**src/rtl/pc_fetch_unit_if.sv**
```systemverilog
// Instruction-fetch bus between pc_fetch_unit (master) and instruction memory (slave).
// fetch_req/fetch_addr stay asserted and stable until the memory returns fetch_ack.
interface pc_fetch_unit_if #(
    parameter int ADDR_WIDTH = 32,
    parameter int DATA_WIDTH = 32
);
    logic                  fetch_req;
    logic [ADDR_WIDTH-1:0] fetch_addr;
    logic                  fetch_ack;
    logic [DATA_WIDTH-1:0] fetch_data;

    modport master (
        output fetch_req,
        output fetch_addr,
        input  fetch_ack,
        input  fetch_data
    );

    modport slave (
        input  fetch_req,
        input  fetch_addr,
        output fetch_ack,
        output fetch_data
    );
endinterface

```
**src/rtl/pc_fetch_unit.sv**
```systemverilog
// Program counter and instruction-fetch sequencer with prioritised redirects and req/ack fetch.
// Optional macro PC_MISALIGN_CHECK_EN: misaligned redirect targets trap to EXC_VECTOR.
//
// state  | meaning
// IDLE   | no request outstanding; waits for stall to drop
// REQ    | first cycle of a fetch request (zero-wait ack completes here)
// WAIT   | request held with stable address until fetch_ack
module pc_fetch_unit #(
    parameter int                    ADDR_WIDTH   = 32,
    parameter int                    DATA_WIDTH   = 32,
    parameter logic [ADDR_WIDTH-1:0] RESET_VECTOR = '0,
    parameter int unsigned           PC_INC       = 4,
    parameter logic [ADDR_WIDTH-1:0] EXC_VECTOR   = ADDR_WIDTH'(32'h0000_0180)
) (
    input  logic                  clk,
    input  logic                  reset_pc,
    input  logic [ADDR_WIDTH-1:0] pc_in,
    input  logic                  pc_load,
    input  logic                  jump,
    input  logic [ADDR_WIDTH-1:0] jump_target,
    input  logic                  branch_taken,
    input  logic [ADDR_WIDTH-1:0] branch_target,
    input  logic                  stall,
    pc_fetch_unit_if.master       fetch,
    output logic                  instr_valid,
    output logic [DATA_WIDTH-1:0] instr,
    output logic [ADDR_WIDTH-1:0] instr_pc,
    output logic [ADDR_WIDTH-1:0] pc,
    output logic                  misaligned
);

    localparam logic [1:0] S_IDLE = 2'd0;
    localparam logic [1:0] S_REQ  = 2'd1;
    localparam logic [1:0] S_WAIT = 2'd2;

    localparam logic [ADDR_WIDTH-1:0] INC = ADDR_WIDTH'(PC_INC);

    logic [1:0]            state, state_nxt;
    logic [ADDR_WIDTH-1:0] pc_r, pc_nxt;
    logic [ADDR_WIDTH-1:0] pend_target, pend_target_nxt;
    logic                  pend_valid, pend_valid_nxt;
    logic                  redir;
    logic [ADDR_WIDTH-1:0] redir_target;
    logic                  take;
    logic [ADDR_WIDTH-1:0] take_target;
    logic                  deliver;
    logic                  mis_set;

    always_comb begin
        redir        = pc_load | jump | branch_taken;
        redir_target = branch_target;
        if (pc_load) begin
            redir_target = pc_in;
        end else if (jump) begin
            redir_target = jump_target;
        end
    end

    always_comb begin
        state_nxt       = state;
        pc_nxt          = pc_r;
        pend_target_nxt = pend_target;
        pend_valid_nxt  = pend_valid;
        take            = 1'b0;
        take_target     = redir_target;
        deliver         = 1'b0;
        mis_set         = 1'b0;

        case (state)
            S_IDLE: begin
                if (redir) begin
                    take = 1'b1;
                end
                if (!stall) begin
                    state_nxt = S_REQ;
                end
            end
            S_REQ, S_WAIT: begin
                if (fetch.fetch_ack) begin
                    // A redirect seen now or earlier in this request squashes the returned word
                    if (redir) begin
                        take           = 1'b1;
                        pend_valid_nxt = 1'b0;
                    end else if (pend_valid) begin
                        take           = 1'b1;
                        take_target    = pend_target;
                        pend_valid_nxt = 1'b0;
                    end else begin
                        deliver = 1'b1;
                        pc_nxt  = pc_r + INC;
                    end
                    state_nxt = stall ? S_IDLE : S_REQ;
                end else begin
                    if (redir) begin
                        pend_target_nxt = redir_target;
                        pend_valid_nxt  = 1'b1;
                    end
                    state_nxt = S_WAIT;
                end
            end
            default: state_nxt = S_IDLE;
        endcase

        if (take) begin
`ifdef PC_MISALIGN_CHECK_EN
            if (take_target[1:0] != 2'b00) begin
                pc_nxt  = EXC_VECTOR;
                mis_set = 1'b1;
            end else begin
                pc_nxt = take_target;
            end
`else
            pc_nxt = take_target;
`endif
        end
    end

    always_ff @(posedge clk or posedge reset_pc) begin
        if (reset_pc) begin
            state       <= S_IDLE;
            pc_r        <= RESET_VECTOR;
            pend_target <= '0;
            pend_valid  <= 1'b0;
            instr_valid <= 1'b0;
            instr       <= '0;
            instr_pc    <= '0;
        end else begin
            state       <= state_nxt;
            pc_r        <= pc_nxt;
            pend_target <= pend_target_nxt;
            pend_valid  <= pend_valid_nxt;
            instr_valid <= deliver;
            if (deliver) begin
                instr    <= fetch.fetch_data;
                instr_pc <= pc_r;
            end
        end
    end

`ifdef PC_MISALIGN_CHECK_EN
    logic misaligned_r;

    always_ff @(posedge clk or posedge reset_pc) begin
        if (reset_pc) begin
            misaligned_r <= 1'b0;
        end else if (mis_set) begin
            misaligned_r <= 1'b1;
        end
    end

    assign misaligned = misaligned_r;
`else
    // Targets are used verbatim; the trap path and its flag do not exist in this build
    logic unused_mis;
    assign unused_mis = mis_set ^ (|EXC_VECTOR);
    assign misaligned = 1'b0;
`endif

    assign fetch.fetch_req  = (state == S_REQ) || (state == S_WAIT);
    assign fetch.fetch_addr = pc_r;
    assign pc               = pc_r;

endmodule
```
**src/flat_wrapper.sv**
```systemverilog
// flat-port wrapper written by rule: the top's interface ports become plain ports
module pc_fetch_unit_flat 
#(
    parameter int                    ADDR_WIDTH   = 32,
    parameter int                    DATA_WIDTH   = 32,
    parameter logic [ADDR_WIDTH-1:0] RESET_VECTOR = '0,
    parameter int unsigned           PC_INC       = 4,
    parameter logic [ADDR_WIDTH-1:0] EXC_VECTOR   = ADDR_WIDTH'(32'h0000_0180)
)
  (clk, reset_pc, pc_in, pc_load, jump, jump_target, branch_taken, branch_target, stall, instr_valid, instr, instr_pc, pc, misaligned, fetch_fetch_req, fetch_fetch_addr, fetch_fetch_ack, fetch_fetch_data);
  pc_fetch_unit_if #(.ADDR_WIDTH(ADDR_WIDTH), .DATA_WIDTH(DATA_WIDTH)) fetch_i ();
  input  logic clk;
  input  logic reset_pc;
  input  logic [ADDR_WIDTH-1:0] pc_in;
  input  logic pc_load;
  input  logic jump;
  input  logic [ADDR_WIDTH-1:0] jump_target;
  input  logic branch_taken;
  input  logic [ADDR_WIDTH-1:0] branch_target;
  input  logic stall;
  output logic instr_valid;
  output logic [DATA_WIDTH-1:0] instr;
  output logic [ADDR_WIDTH-1:0] instr_pc;
  output logic [ADDR_WIDTH-1:0] pc;
  output logic misaligned;
  output wire logic [$bits(fetch_i.fetch_req)-1:0] fetch_fetch_req;
  output wire logic [$bits(fetch_i.fetch_addr)-1:0] fetch_fetch_addr;
  input wire logic [$bits(fetch_i.fetch_ack)-1:0] fetch_fetch_ack;
  input wire logic [$bits(fetch_i.fetch_data)-1:0] fetch_fetch_data;
  assign fetch_fetch_req = fetch_i.fetch_req;
  assign fetch_fetch_addr = fetch_i.fetch_addr;
  assign fetch_i.fetch_ack = fetch_fetch_ack;
  assign fetch_i.fetch_data = fetch_fetch_data;
  pc_fetch_unit #(.ADDR_WIDTH(ADDR_WIDTH), .DATA_WIDTH(DATA_WIDTH), .RESET_VECTOR(RESET_VECTOR), .PC_INC(PC_INC), .EXC_VECTOR(EXC_VECTOR)) u_core (.clk(clk), .reset_pc(reset_pc), .pc_in(pc_in), .pc_load(pc_load), .jump(jump), .jump_target(jump_target), .branch_taken(branch_taken), .branch_target(branch_target), .stall(stall), .fetch(fetch_i), .instr_valid(instr_valid), .instr(instr), .instr_pc(instr_pc), .pc(pc), .misaligned(misaligned));
endmodule
```
**config.mk**
```make
export PLATFORM = sky130hd
export DESIGN_NAME = pc_fetch_unit_flat
export DESIGN_NICKNAME = d
export VERILOG_FILES = /design/src/rtl/pc_fetch_unit_if.sv /design/src/rtl/pc_fetch_unit.sv /design/src/flat_wrapper.sv
export SDC_FILE = /design/constraint.sdc
export NUM_CORES = 1
export LEC_CHECK = 0
export ABC_AREA = 1
export BUFFER_PORTS_ARGS = -buffer_cell sky130_fd_sc_hd__buf_4
export CELL_PAD_IN_SITES_DETAIL_PLACEMENT = 1
export CELL_PAD_IN_SITES_GLOBAL_PLACEMENT = 1
export CORE_ASPECT_RATIO = 1.1
export CORE_MARGIN = 2
export CORE_UTILIZATION = 37
export CTS_CLUSTER_SIZE = 16
export DETAILED_ROUTE_END_ITERATION = 8
export PLACE_DENSITY = 0.95
export SYNTH_ARGS = -nofsm -noshare
export SYNTH_HDL_FRONTEND = slang
export SYNTH_SLANG_ARGS = --single-unit
```
**constraint.sdc**
```tcl
create_clock -name clk -period 8.61 [get_ports clk]
set_clock_uncertainty 0.05 [all_clocks]
set_input_delay 1.722 -clock clk [delete_from_list [all_inputs] [get_ports clk]]
set_output_delay 1.722 -clock clk [all_outputs]
set_load 0.02 [all_outputs]
```
==> flow_summary.ini <==
[critical_path]
rr_endpoint = u_core.fetch.fetch_addr[21]
crit_top_cell = inv_2
crit_arrival_ns = 4.46
crit_buf_inv = 5
start_kind = input pin
slowest_delay_ns = 0.54
cpLargestDelayFamily = buffers and inverters
critPathCaptureType = flop
required_ns = 8.85
cp_cell_sequence = buf_4 > inv_2 > nand2_2 > nor3_4 > buf_4 > inv_2 > nand2_2 > inv_2 > a21oi_1 > a21oi_1
critical_path.slowest_cell = inv_2
critical_path.endpoint = u_core.fetch.fetch_addr[28]
critical_path.startpoint = pc_load
setup.worst_path.class = input pin to flop
reg2reg_from = u_core.state[0]
r2r_setup_slack_ns = 5.55
r2r_cells = 9
crit_fanout = 52
cp.depth = 10

[pwr]
p_comb_share_pct = 48.0
switchingPower_w = 0.001752
p_per_area_nw_per_um2 = 396.1
power_frac_clock_pct = 20.8
ir_drop_uv = 161.6
p_seq_share_pct = 31.2
intPower_w = 0.002113
p_leak_nw = 5.115
swShare_pct = 45.33

[sta]
rsz0062_at_grt = false
drv_slew = 0
fin_crit_sh_pct = 49.08
finalHoldViolCount = 0
fin_crit_ns = 4.226
finalSetupViolCount = 0
fin_setup_tns_ns = 0
fmax_mhz = 236.7
worst_slew_pin_slew_ns = 1.044
slew_headroom_pct = 30.29

[detailed_routing]
dr.pass1.iters = 4
wl_per_cell_microns = 17.58
drc = 0
initialDrtViolationCount = 453
routed_wl_mm = 26.25
antenna_left = 0
viasPerCell = 5.129
vias = 7657

[layout]
layout_common_cells = 408 x nand2_1, 270 x buf_4, 132 x dfrtp_1
diodes = 0
layout_commonest_cell = nand2_1
syn_to_final_growth_pct = 34.83
fill_cells = 2466
stdcell_area_sq_um = 9759
layout.nets = 1371
drive_gt1_share_pct = 25.28

[status]
outcome = finished, final reports clean

[clock_network]
cts.sinks = 132
cts_tree = yes
clk_pin_slew_ns = 0.06
cts_hold_buf = 0
clk_latency_ns = 0.42
cts.repair.resized = 0
root_buffer = clkbuf_16
cts_buffer_depth = 2
htreeDepth = 4
cts_setup_buffers = 0
numCtsBuffers = 17

[grt]
grt_overflow = 0
grt_start_max_net_pins = 101
grt_usage_pct = 25.80
antenna_found_initial = 0
grt_pass1_wl_mm = 41.33
grt_pass1_vias = 8045

[worst_hold_path]
min_path_type = flop to flop

[synth]
ys_seq_area_share_pct = 45.64
synthesis.nets = 1168
ys_ff_latch = 132
synthCells = 1030
synth_cell_types = 31
yosysWarningCount = 0
syn_area_per_cell_sq_um = 7.027
syn_area_sq_um = 7238

[placed_design]
placedInstanceArea_sq_um = 9109
hpwlAfterDp_mm = 18.82
gp_congestion = 0.8965
place.port_buffers = 264

[die]
num_rows = 53
die_w_microns = 137.4
core_area_sq_um = 19160
initial_core_util_pct = 37.77
io-pin-count = 266
die_area_sq_um = 20700
fp.dieH_microns = 150.7

[flow_run]
maxCapViolations = 0
[metal layers]
metal / GRT usage (%) / vias to the layer above / routed length [microns] / share of wire [%]
li1: - / 3640 / - / -
met1: 31.29 / 3680 / 10890 / 41
met2: 44.88 / 289 / 12870 / 49
met3: 5.657 / 48 / 1838 / 7.0
met4: 9.124 / 0 / 652 / 2.5
met5: 0 / - / 0 / 0
[cell families after synthesis]
family / count (synthesis) / share of synthesized area, %
AOI/OAI and AO/OA: 169 / 12.52
and+or+nand+nor: 575 / 31.29
adders and majority gates: 3 / 0.5186
buffers and inverters: 149 / 9.870
xor gates and xnor gates: 1 / 0.1210
other: 1 / 0.05181
DFF: 132 / 45.64
[per-stage QoR]
stage	total power (W)	std cells	setup WS (ns)	utilization [%]	hold slack, ns
floorplan	0.002304	1030	3.312	-	0.3922
global route	0.004132	1493	4.066	50.92	0.4483
global placement	0.002942	1461	4.151	47.53	0.4037
CTS	0.003883	1493	4.413	50.92	0.4228
detailed placement	0.003037	1461	4.043	47.53	0.4085
finish	0.003865	1493	4.384	50.92	0.4205
[tightest hold or removal path: cells and delay by family (launching register included)]
family / cells / cell delay [ns]
AND/OR/NAND/NOR: 2 / 0.10
flip-flops: 1 / 0.34
[cell usage after synthesis]
cell type,instances,area [sq um]
nand2_1,408,1531
dfrtp_1,132,3303
nor2_1,101,379.1
o21ai_0,91,455.4
inv_1,59,221.5
a21oi_1,51,255.2
nand3_1,51,255.2
buf_4,34,255.2
clkbuf_1,28,105.1
buf_2,22,110.1
o211ai_1,15,112.6
nor3_1,5,25.02
inv_2,4,15.01
a31oi_1,3,18.77
ha_1,3,37.54
nand4_1,3,18.77
a22oi_1,2,15.01
buf_1,2,7.510
nand2_2,2,12.51
nor2_2,2,12.51
o21ai_1,2,10.01
a211oi_1,1,7.510
a31o_2,1,8.760
conb_1,1,3.750
nand3b_1,1,7.510
nor3_4,1,16.27
o21ai_2,1,8.760
o22ai_1,1,6.260
o31ai_1,1,7.510
or2_2,1,6.260
xor2_1,1,8.760
[state kept, by name, indices dropped and copies added, names as in the netlist]
register                 cells
u_core.state                 2
u_core.instr                32
u_core.instr_pc             32
u_core.pend_valid            1
u_core.pend_target          32
u_core.fetch.fetch_addr     32
u_core.instr_valid           1
[worst min-delay path by stage]
| stage | from | to | slack (ns) | cells after the start |
|---|---|---|---|---|
| 6_report | u_core.pend_target[22] | u_core.pend_target[22] | 0.42 | 2 |
| 5_1_grt | u_core.pend_target[19] | u_core.pend_target[19] | 0.45 | 2 |
| 4_1_cts | u_core.pend_target[22] | u_core.pend_target[22] | 0.42 | 2 |
| 3_5_place_dp | u_core.pend_target[22] | u_core.pend_target[22] | 0.41 | 2 |
| 3_3_place_gp | u_core.pend_target[22] | u_core.pend_target[22] | 0.40 | 2 |
| 2_1_floorplan | u_core.pend_target[5] | u_core.pend_target[5] | 0.39 | 2 |
[layout make-up]
type | instances | area, sq um | share of cell area (%)
Multi-Input combinational cell | 749 | 3228 | 33.08
Clock buffer | 20 | 446.7 | 4.577
Clock inverter | 12 | 203.9 | 2.090
Timing Repair Buffer | 270 | 2027 | 20.77
Tap cell | 247 | 309.0 | 3.167
Sequential cell | 132 | 3303 | 33.85
Inverter | 63 | 241.5 | 2.474
[power by group through the flow]
stage / registers, W / logic [W] / clock network (W)
floorplan: 0.00137 / 0.000937 / 0
global placement: 0.00118 / 0.00176 / 0
detailed placement: 0.00120 / 0.00183 / 0
CTS: 0.00120 / 0.00187 / 0.000817
global route: 0.00124 / 0.00205 / 0.000848
finish: 0.00120 / 0.00186 / 0.000806
Power figures use the tool's default switching activity.
